[src/rtl/pipeline_sequencer.sv]
// Run/step/halt controller for the five-stage pipeline: drives the global
// stage enable, fetch freeze and ID/EX bubble, drains in-flight instructions
// after a decoded HALT and counts enabled cycles for the debug unit.
module pipeline_sequencer #(
  parameter int unsigned DRAIN_CYCLES = 3,
  parameter int unsigned COUNT_WIDTH  = 32
) (
  input  logic                   i_clk,
  input  logic                   i_reset,
  input  logic                   i_mode_continuous,
  input  logic                   i_start,
  input  logic                   i_step_req,
  input  logic                   i_clear,
  input  logic                   i_halt_detected,
  input  logic                   i_load_hazard_stall,
  output logic                   o_pipeline_enable,
  output logic                   o_if_stall,
  output logic                   o_id_bubble,
  output logic                   o_step_done,
  output logic                   o_busy,
  output logic                   o_halted,
  output logic [COUNT_WIDTH-1:0] o_cycle_count
);

  localparam int unsigned DW = $clog2(DRAIN_CYCLES + 1);

  localparam logic [2:0] S_IDLE   = 3'd0;
  localparam logic [2:0] S_RUN    = 3'd1;
  localparam logic [2:0] S_STEP   = 3'd2;
  localparam logic [2:0] S_DRAIN  = 3'd3;
  localparam logic [2:0] S_HALTED = 3'd4;

  logic [2:0]    state, state_nxt;
  logic [DW-1:0] drain_cnt, drain_cnt_nxt;
  logic          halt_seen, halt_seen_nxt;

  // State and drain bookkeeping registers.
  always_ff @(posedge i_clk or posedge i_reset) begin
    if (i_reset) begin
      state     <= S_IDLE;
      drain_cnt <= '0;
      halt_seen <= 1'b0;
    end else begin
      state     <= state_nxt;
      drain_cnt <= drain_cnt_nxt;
      halt_seen <= halt_seen_nxt;
    end
  end

  // Next-state decode plus same-cycle fetch-stall / bubble controls.
  always_comb begin
    state_nxt     = state;
    drain_cnt_nxt = drain_cnt;
    halt_seen_nxt = halt_seen;
    o_if_stall    = 1'b0;
    o_id_bubble   = 1'b0;
    case (state)
      S_IDLE: begin
        if (i_start && i_mode_continuous) begin
          state_nxt = S_RUN;
        end else if (i_step_req && !i_mode_continuous) begin
          state_nxt = S_STEP;
        end
      end
      S_RUN: begin
        if (i_halt_detected) begin
          // HALT wins over a coincident load-use hazard; nothing behind it is fetched.
          o_if_stall    = 1'b1;
          state_nxt     = S_DRAIN;
          drain_cnt_nxt = DW'(DRAIN_CYCLES);
        end else begin
          o_if_stall  = i_load_hazard_stall;
          o_id_bubble = i_load_hazard_stall;
        end
      end
      S_STEP: begin
        state_nxt = S_IDLE;
        if (!halt_seen) begin
          o_if_stall  = i_load_hazard_stall;
          o_id_bubble = i_load_hazard_stall;
          if (i_halt_detected) begin
            halt_seen_nxt = 1'b1;
            drain_cnt_nxt = DW'(DRAIN_CYCLES);
          end
        end else begin
          // Stepping out the instructions older than HALT.
          o_if_stall    = 1'b1;
          drain_cnt_nxt = drain_cnt - DW'(1);
          if (drain_cnt == DW'(1)) begin
            state_nxt = S_HALTED;
          end
        end
      end
      S_DRAIN: begin
        o_if_stall    = 1'b1;
        drain_cnt_nxt = drain_cnt - DW'(1);
        if (drain_cnt == DW'(1)) begin
          state_nxt = S_HALTED;
        end
      end
      S_HALTED: begin
        if (i_clear) begin
          state_nxt     = S_IDLE;
          halt_seen_nxt = 1'b0;
        end
      end
      default: begin
        state_nxt = S_IDLE;
      end
    endcase
  end

  // State-decoded status outputs, registered from the next state.
  always_ff @(posedge i_clk or posedge i_reset) begin
    if (i_reset) begin
      o_pipeline_enable <= 1'b0;
      o_busy            <= 1'b0;
      o_halted          <= 1'b0;
      o_step_done       <= 1'b0;
    end else begin
      o_pipeline_enable <= (state_nxt == S_RUN) || (state_nxt == S_STEP) ||
                           (state_nxt == S_DRAIN);
      o_busy            <= (state_nxt == S_RUN) || (state_nxt == S_STEP) ||
                           (state_nxt == S_DRAIN);
      o_halted          <= (state_nxt == S_HALTED);
      o_step_done       <= (state == S_STEP);
    end
  end

  // Saturating count of enabled cycles, cleared when leaving HALTED.
  always_ff @(posedge i_clk or posedge i_reset) begin
    if (i_reset) begin
      o_cycle_count <= '0;
    end else if ((state == S_HALTED) && i_clear) begin
      o_cycle_count <= '0;
    end else if (o_pipeline_enable && (o_cycle_count != {COUNT_WIDTH{1'b1}})) begin
      o_cycle_count <= o_cycle_count + COUNT_WIDTH'(1);
    end
  end

endmodule
[config.mk]
export PLATFORM = sky130hd
export DESIGN_NAME = pipeline_sequencer
export DESIGN_NICKNAME = d
export VERILOG_FILES = /design/src/rtl/pipeline_sequencer.sv
export SDC_FILE = /design/constraint.sdc
export NUM_CORES = 1
export LEC_CHECK = 0
export ABC_AREA = 1
export CORE_MARGIN = 4
export CORE_UTILIZATION = 50
export CTS_CLUSTER_DIAMETER = 150
export DETAILED_ROUTE_END_ITERATION = 12
export PLACE_DENSITY = 0.81
export SLEW_MARGIN = 20
export SYNTH_ARGS = -nofsm -noshare
export SYNTH_HDL_FRONTEND = slang
export SYNTH_SLANG_ARGS = --single-unit
export TNS_END_PERCENT = 5
[constraint.sdc]
create_clock -name i_clk -period 2.04 [get_ports i_clk]
set_clock_uncertainty 0.1 [all_clocks]
set_input_delay 0.408 -clock i_clk [delete_from_list [all_inputs] [get_ports i_clk]]
set_output_delay 0.408 -clock i_clk [all_outputs]
set_load 0.03 [all_outputs]
## Word level (Yosys, flattened, before mapping)

Index checks and enable logic that the tools add are counted.
Widths: inputs -> output; s select.

| word-level totals | value |
|---|---|
| register bits after elaboration | 41 |
| input port bits | 8 |
| output and inout bits | 38 |
| logic and storage cells | 55 |

| operators by class | value |
|---|---|
| add/subtract/negate cells | 2 |
| eq/ne operators | 11 |
| mux-type cells | 23 |
| reductions and logical operators | 12 |

Operator list:

| cell | number |
|---|---|
| $mux 32 | 2 |
| $add 32x1->32 const B | 1 |
| $ne 32x32->1 const B | 1 |
| $mux 3 | 7 |
| $pmux 3 s5 | 1 |
| $eq 3x2->1 const B | 4 |
| $mux 1 | 7 |
| $eq 3x1->1 const B | 2 |
| $eq 3x3->1 const B | 2 |
| $pmux 2 s3 | 1 |
| $logic_and 1x1->1 | 4 |
| $mux 2 | 2 |
| $pmux 1 s2 | 2 |
| $reduce_bool 2->1 | 2 |
| $logic_not 3->1 | 1 |
| $pmux 1 s3 | 1 |
| $reduce_bool 3->1 | 1 |
| $eq 2x1->1 const B | 1 |
| $logic_or 1x1->1 | 2 |
| $ne 2x2->1 const B | 1 |
| $reduce_and 2->1 | 1 |
| $sub 2x1->2 const B | 1 |
| $logic_not 1->1 | 1 |

## Logic depth before layout (Yosys ltp)

| logic depth | value |
|---|---|
| depth after elaboration | 8 |
| mapped depth | 12 |
| gate-level depth less buffers | 11 |

## Worst setup path before layout

No wires, ideal clock.

| timing | value |
|---|---|
| kind | reg2reg |
| from | reg o_cycle_count[1] |
| to | reg o_cycle_count[19] |
| library setup time | 0.066 ns |
| arrival time | 1.818 ns |
| data required time | 1.874 ns |
| slack | 0.056 ns |
| stages on the path, launching flop included | 13 |
| buffers on the path | 1 |
| period minus slack after synthesis | 1.984 ns |
| cells stage by stage | dfrtp_1 > ha_1 > nand2_1 > nor2_4 > nand2_4 > nor2_4 > nand2_4 > nand2_4 > nand2_4 > clkinv_4 > buf_12 > nand2_2 > nand2_1 |

| on the way | value |
|---|---|
| cells in the longest elaborated chain, start to end | 3 |
| elaborated cells between the ends (all ways) | 6 |
| classes of those cells | add/sub: 1; eq/ne: 1; mux: 2; reduce/logical: 2 |

Ends and longest elaborated chain:

| what | RTL line | RTL |
|---|---|---|
| from (decl) | 22 | `output logic [COUNT_WIDTH-1:0] o_cycle_count` |
| from (signal assigned) | 137 | `o_cycle_count <= o_cycle_count + COUNT_WIDTH'(1);` |
| $add 32x1->32 / $ne 32x32->1 (equally long branches) | 137, 136 |  |
| $mux 32 / $logic_and 1x1->1 (equally long branches) | 136 | `end else if (o_pipeline_enable && (o_cycle_count != {COUNT_WIDTH{1'b1}})) begin` |
| $mux 32 / $reduce_bool 2->1 (equally long branches) | - |  |

Parallel ways exist; a longest one is shown, timed or not. The select of a mux whose other input is x is not followed.
A chain may end at the register's enable or synchronous reset.

## Worst setup path after layout

| timing | value |
|---|---|
| from | reg state[1] |
| to | out o_if_stall |

| on the way | value |
|---|---|
| cells in the longest elaborated chain, start to end | 2 |
| elaborated cells between the ends (all ways) | 4 |
| classes of those cells | eq/ne: 3; mux: 1 |

Ends and longest elaborated chain:

| what | RTL line | RTL |
|---|---|---|
| from (decl) | 33 | `logic [2:0] state, state_nxt;` |
| from (signal assigned) | 44 | `state <= state_nxt;` |
| $eq 3x2->1 / $eq 3x1->1 (equally long branches) | 57 | `case (state)` |
| $pmux 1 s3 * | 57 |  |
| to (decl) | 17 | `output logic o_if_stall,` |

Every way passes the cells marked *; elsewhere a longest branch is shown, timed or not.

==> impl_metrics.env <==
export IMPL_initial_core_util_pct=52.50
export IMPL_muxShareOfSynthArea_pct=0
export IMPL_timing_hold_ws_ns=0.4059
export IMPL_die_w_um=81.93
export IMPL_r2r_start="o_cycle_count[1]$_DFFE_PP0P_"
export IMPL_clkLatencyLatePin_ns=0.30
export IMPL_ys_async_sr_fraction_pct=100.0
export IMPL_finalSetupViolCount=0
export IMPL_numClockSinks=41
export IMPL_yosys_area_share_simple_pct=46.66
export IMPL_totalWireLength_um=6773
export IMPL_synth_most_common_cell="nand2_1"
export IMPL_port_buffers=45
export IMPL_rows=26
export IMPL_worstSetupStartpointType="flop"
export IMPL_use_met3_pct=4.057
export IMPL_status="complete, no violations"
export IMPL_crit_buf_inv=4
export IMPL_gr_usage_met1_pct=29.60
export IMPL_overflow=0
export IMPL_cp_slowest_cell="dfrtp_1"
export IMPL_syn_inst=409
export IMPL_h_tree_depth=2
export IMPL_vias=2784
export IMPL_grt_pass1_wl_um=11490
export IMPL_first_pass_iters=4
export IMPL_ys_flop_type="dfrtp_1"
export IMPL_critPathTopFamily="flip-flops"
export IMPL_antenna_left=0
export IMPL_synth_xor_area_share_pct=2.564
export IMPL_clkTransAtPathRegs_ns=0.07
export IMPL_powerDensity_nw_per_um2=1061
export IMPL_timing_fmax_mhz=499.3
export IMPL_die_h_um=81.93
export IMPL_synth_area_leaders="dfrtp_1 (38%), nand2_1 (20%), nor2_1 (8.9%)"
export IMPL_synth_commonest_cells="nand2_1 (148), nor2_1 (65), dfrtp_1 (41)"
export IMPL_min_from="drain_cnt[0]$_DFFE_PP0P_"
export IMPL_hold_viol=0
export IMPL_period_share_pct=98.17
export IMPL_rr_endpoint="o_cycle_count[30]$_DFFE_PP0P_"
export IMPL_synth_area_per_cell_um2=6.681
export IMPL_synth_edf_count=0
export IMPL_ios=46
export IMPL_n_antenna_cell=0
export IMPL_synth_compound_area_share_pct=3.755
export IMPL_period_needed_ns=2.003
export IMPL_fillers=455
export IMPL_cts_made_buffers=5
export IMPL_total_power_mw=3.671
export IMPL_syn_nets=420
export IMPL_rrSetupSlack_ns=0.18
export IMPL_whs_endpoint="drain_cnt[0]$_DFFE_PP0P_"
export IMPL_drc=0
export IMPL_cp_arrival_ns=1.49
export IMPL_grt_pass1_vias=2522
export IMPL_cts_tree="built"
export IMPL_startpoint="state[1]$_DFF_PP0_"
export IMPL_grt_max_degree=42
export IMPL_hold_path_depth=1
export IMPL_cp_required_ns=1.53
export IMPL_dp_hpwl_um=5127
export IMPL_busiest_layer="met2"
export IMPL_p_leak_nw=1.683
export IMPL_path_common_cell="nand2_2"
export IMPL_yosys_warnings=0
export IMPL_postCtsHoldBufs=0
export IMPL_end_kind="output port"
export IMPL_ir_worst_vdd_mv=0.8180
export IMPL_synth_cell_area_um2=2733
export IMPL_slew_headroom_pct=65.24
export IMPL_yosysUniqueCellTypes=28
export IMPL_slew_violations=0
export IMPL_gp_congestion=0.9577
export IMPL_cts_root_buf="clkbuf_8"
export IMPL_clockBufferDepth=2
export IMPL_worst_r2r_cell_count=11
export IMPL_crit_path_max_incr_delay_ns=0.41
export IMPL_core_area_um2=5205
export IMPL_met2_usage_pct=35.78
export IMPL_synth_top_area_share_pct=37.55
export IMPL_antenna_found_initial=0
export IMPL_grt_setup_unrepaired="yes"
export IMPL_critical_path_cell_chain="nand2_1 -> inv_2 -> nand2_2 -> inv_4 -> nand2_2 -> nand2_2 -> o21ai_0 -> inv_1 -> buf_6"
export IMPL_synthAdderAreaFrac_pct=1.374
export IMPL_dieArea_um2=6712
export IMPL_finalNetCount=480
export IMPL_viasPerCell=5.165
export IMPL_ys_ff_latch=41
export IMPL_path_max_fanout=6
export IMPL_synth_largest_area_cell="dfrtp_1"
export IMPL_syn_to_final_growth_pct=26.60
export IMPL_tightest_slew_ns=0.5214
export IMPL_drt_initial_drc_count=231
export IMPL_synth_top_family_by_area="simple AND/OR/NAND/NOR gates"
export IMPL_grt_use_total_pct=22.16
export IMPL_hold_path_class="reg2reg"
export IMPL_cap_violations=0
export IMPL_crit_type="reg2out"
export IMPL_yosysSeqAreaShare_pct=37.55
export IMPL_drive_gt1_share_pct=11.51
export IMPL_wl_per_cell_um=12.57
-- worst reg2reg max path, cell delays in order, from the launching register on --
cell and delay (ns):
dfrtp_1 0.40, ha_1 0.19, nand2_1 0.11, nor2_4 0.13, nand2_4 0.08, nor2_4 0.21, nand2_4 0.11, nand2_4 0.09
nand2_4 0.10, clkinv_8 0.15, nand2_1 0.09, nand2_1 0.06
-- worst max path at each step --
stage | slack [ns] | depth (start not counted) | endpoint
finish | 0.04 | 9 | o_if_stall
CTS | 0.0005 | 10 | o_if_stall
detailed placement | 0.06 | 6 | o_cycle_count[5]$_DFFE_PP0P_
global route | -0.06 | 10 | o_if_stall
floorplan | 0.06 | 12 | o_cycle_count[19]$_DFFE_PP0P_
global placement | 0.13 | 6 | o_if_stall
-- cell type report --
| type | instances | area [µm²] | share of cell area [%] |
|---|---|---|---|
| Multi-Input combinational cell | 318 | 1493 | 43.15 |
| Sequential cell | 41 | 1026 | 29.66 |
| Timing Repair Buffer | 61 | 576.8 | 16.67 |
| Inverter | 42 | 172.7 | 4.991 |
| Tap cell | 70 | 87.58 | 2.532 |
| Clock buffer | 5 | 68.82 | 1.989 |
| Clock inverter | 2 | 35.03 | 1.013 |
-- repair_timing --
item	CTS	global route
gates resized for setup	4	9
setup buffers	1	5
endpoints found under the setup margin	2	30
pin swaps	0	1
-- report_power, final --
part	total [mW]	leakage, nW	internal [mW]	switching, mW
combinational	1.82	1.09	0.693	1.13
sequential	1.22	0.543	1.00	0.219
clock	0.631	0.0540	0.356	0.276
total	3.67	1.68	2.05	1.62
-- registers in the layout, indices dropped and copies added (netlist names) --
signal	cells
state	3
o_halted	1
halt_seen	1
o_step_done	1
drain_cnt	2
o_busy	1
o_cycle_count	32
-- through the flow --
step	instance area, µm²	std cells	setup slack, ns	setup TNS, ns	util (%)
after floorplan	2733	409	0.05632	0	-
final	3460	539	0.03724	0	66.47
after global placement	3282	526	0.1290	0	63.05
after global routing	3460	539	-0.06256	-0.07015	66.47
after CTS	3396	534	0.0005109	0	65.24
after detailed placement	3282	526	0.06260	0	63.05
-- cell families (layout without fill, tap and decap cells) --
group	Yosys count	count (layout)
AND/OR/NAND/NOR	289	289
buffers and inverters	50	110
flip-flops	41	41
AO/OA/AOI/OAI	18	18
XOR/XNOR	8	8
adder cells (fa/ha/maj)	3	3
-- layer usage --
metal,wire length [µm],share of wire (%)
met5,0,0
met4,126,1.9
met2,3210,47
met1,3047,45
met3,390,5.8
-- cells in the final DEF (no fill, tap or decap), types with 8 or more instances in the layout --
cell | synthesis | layout
nand3_1 | 31 | 31
buf_4 | 1 | 17
nor2_1 | 65 | 65
clkdlybuf4s50_1 | 0 | 40
nand4_1 | 19 | 19
dfrtp_1 | 41 | 41
nand2_1 | 148 | 145
o21ai_0 | 8 | 8
inv_1 | 40 | 37
nand2_2 | 11 | 14
(Power assumes the default switching activity.)
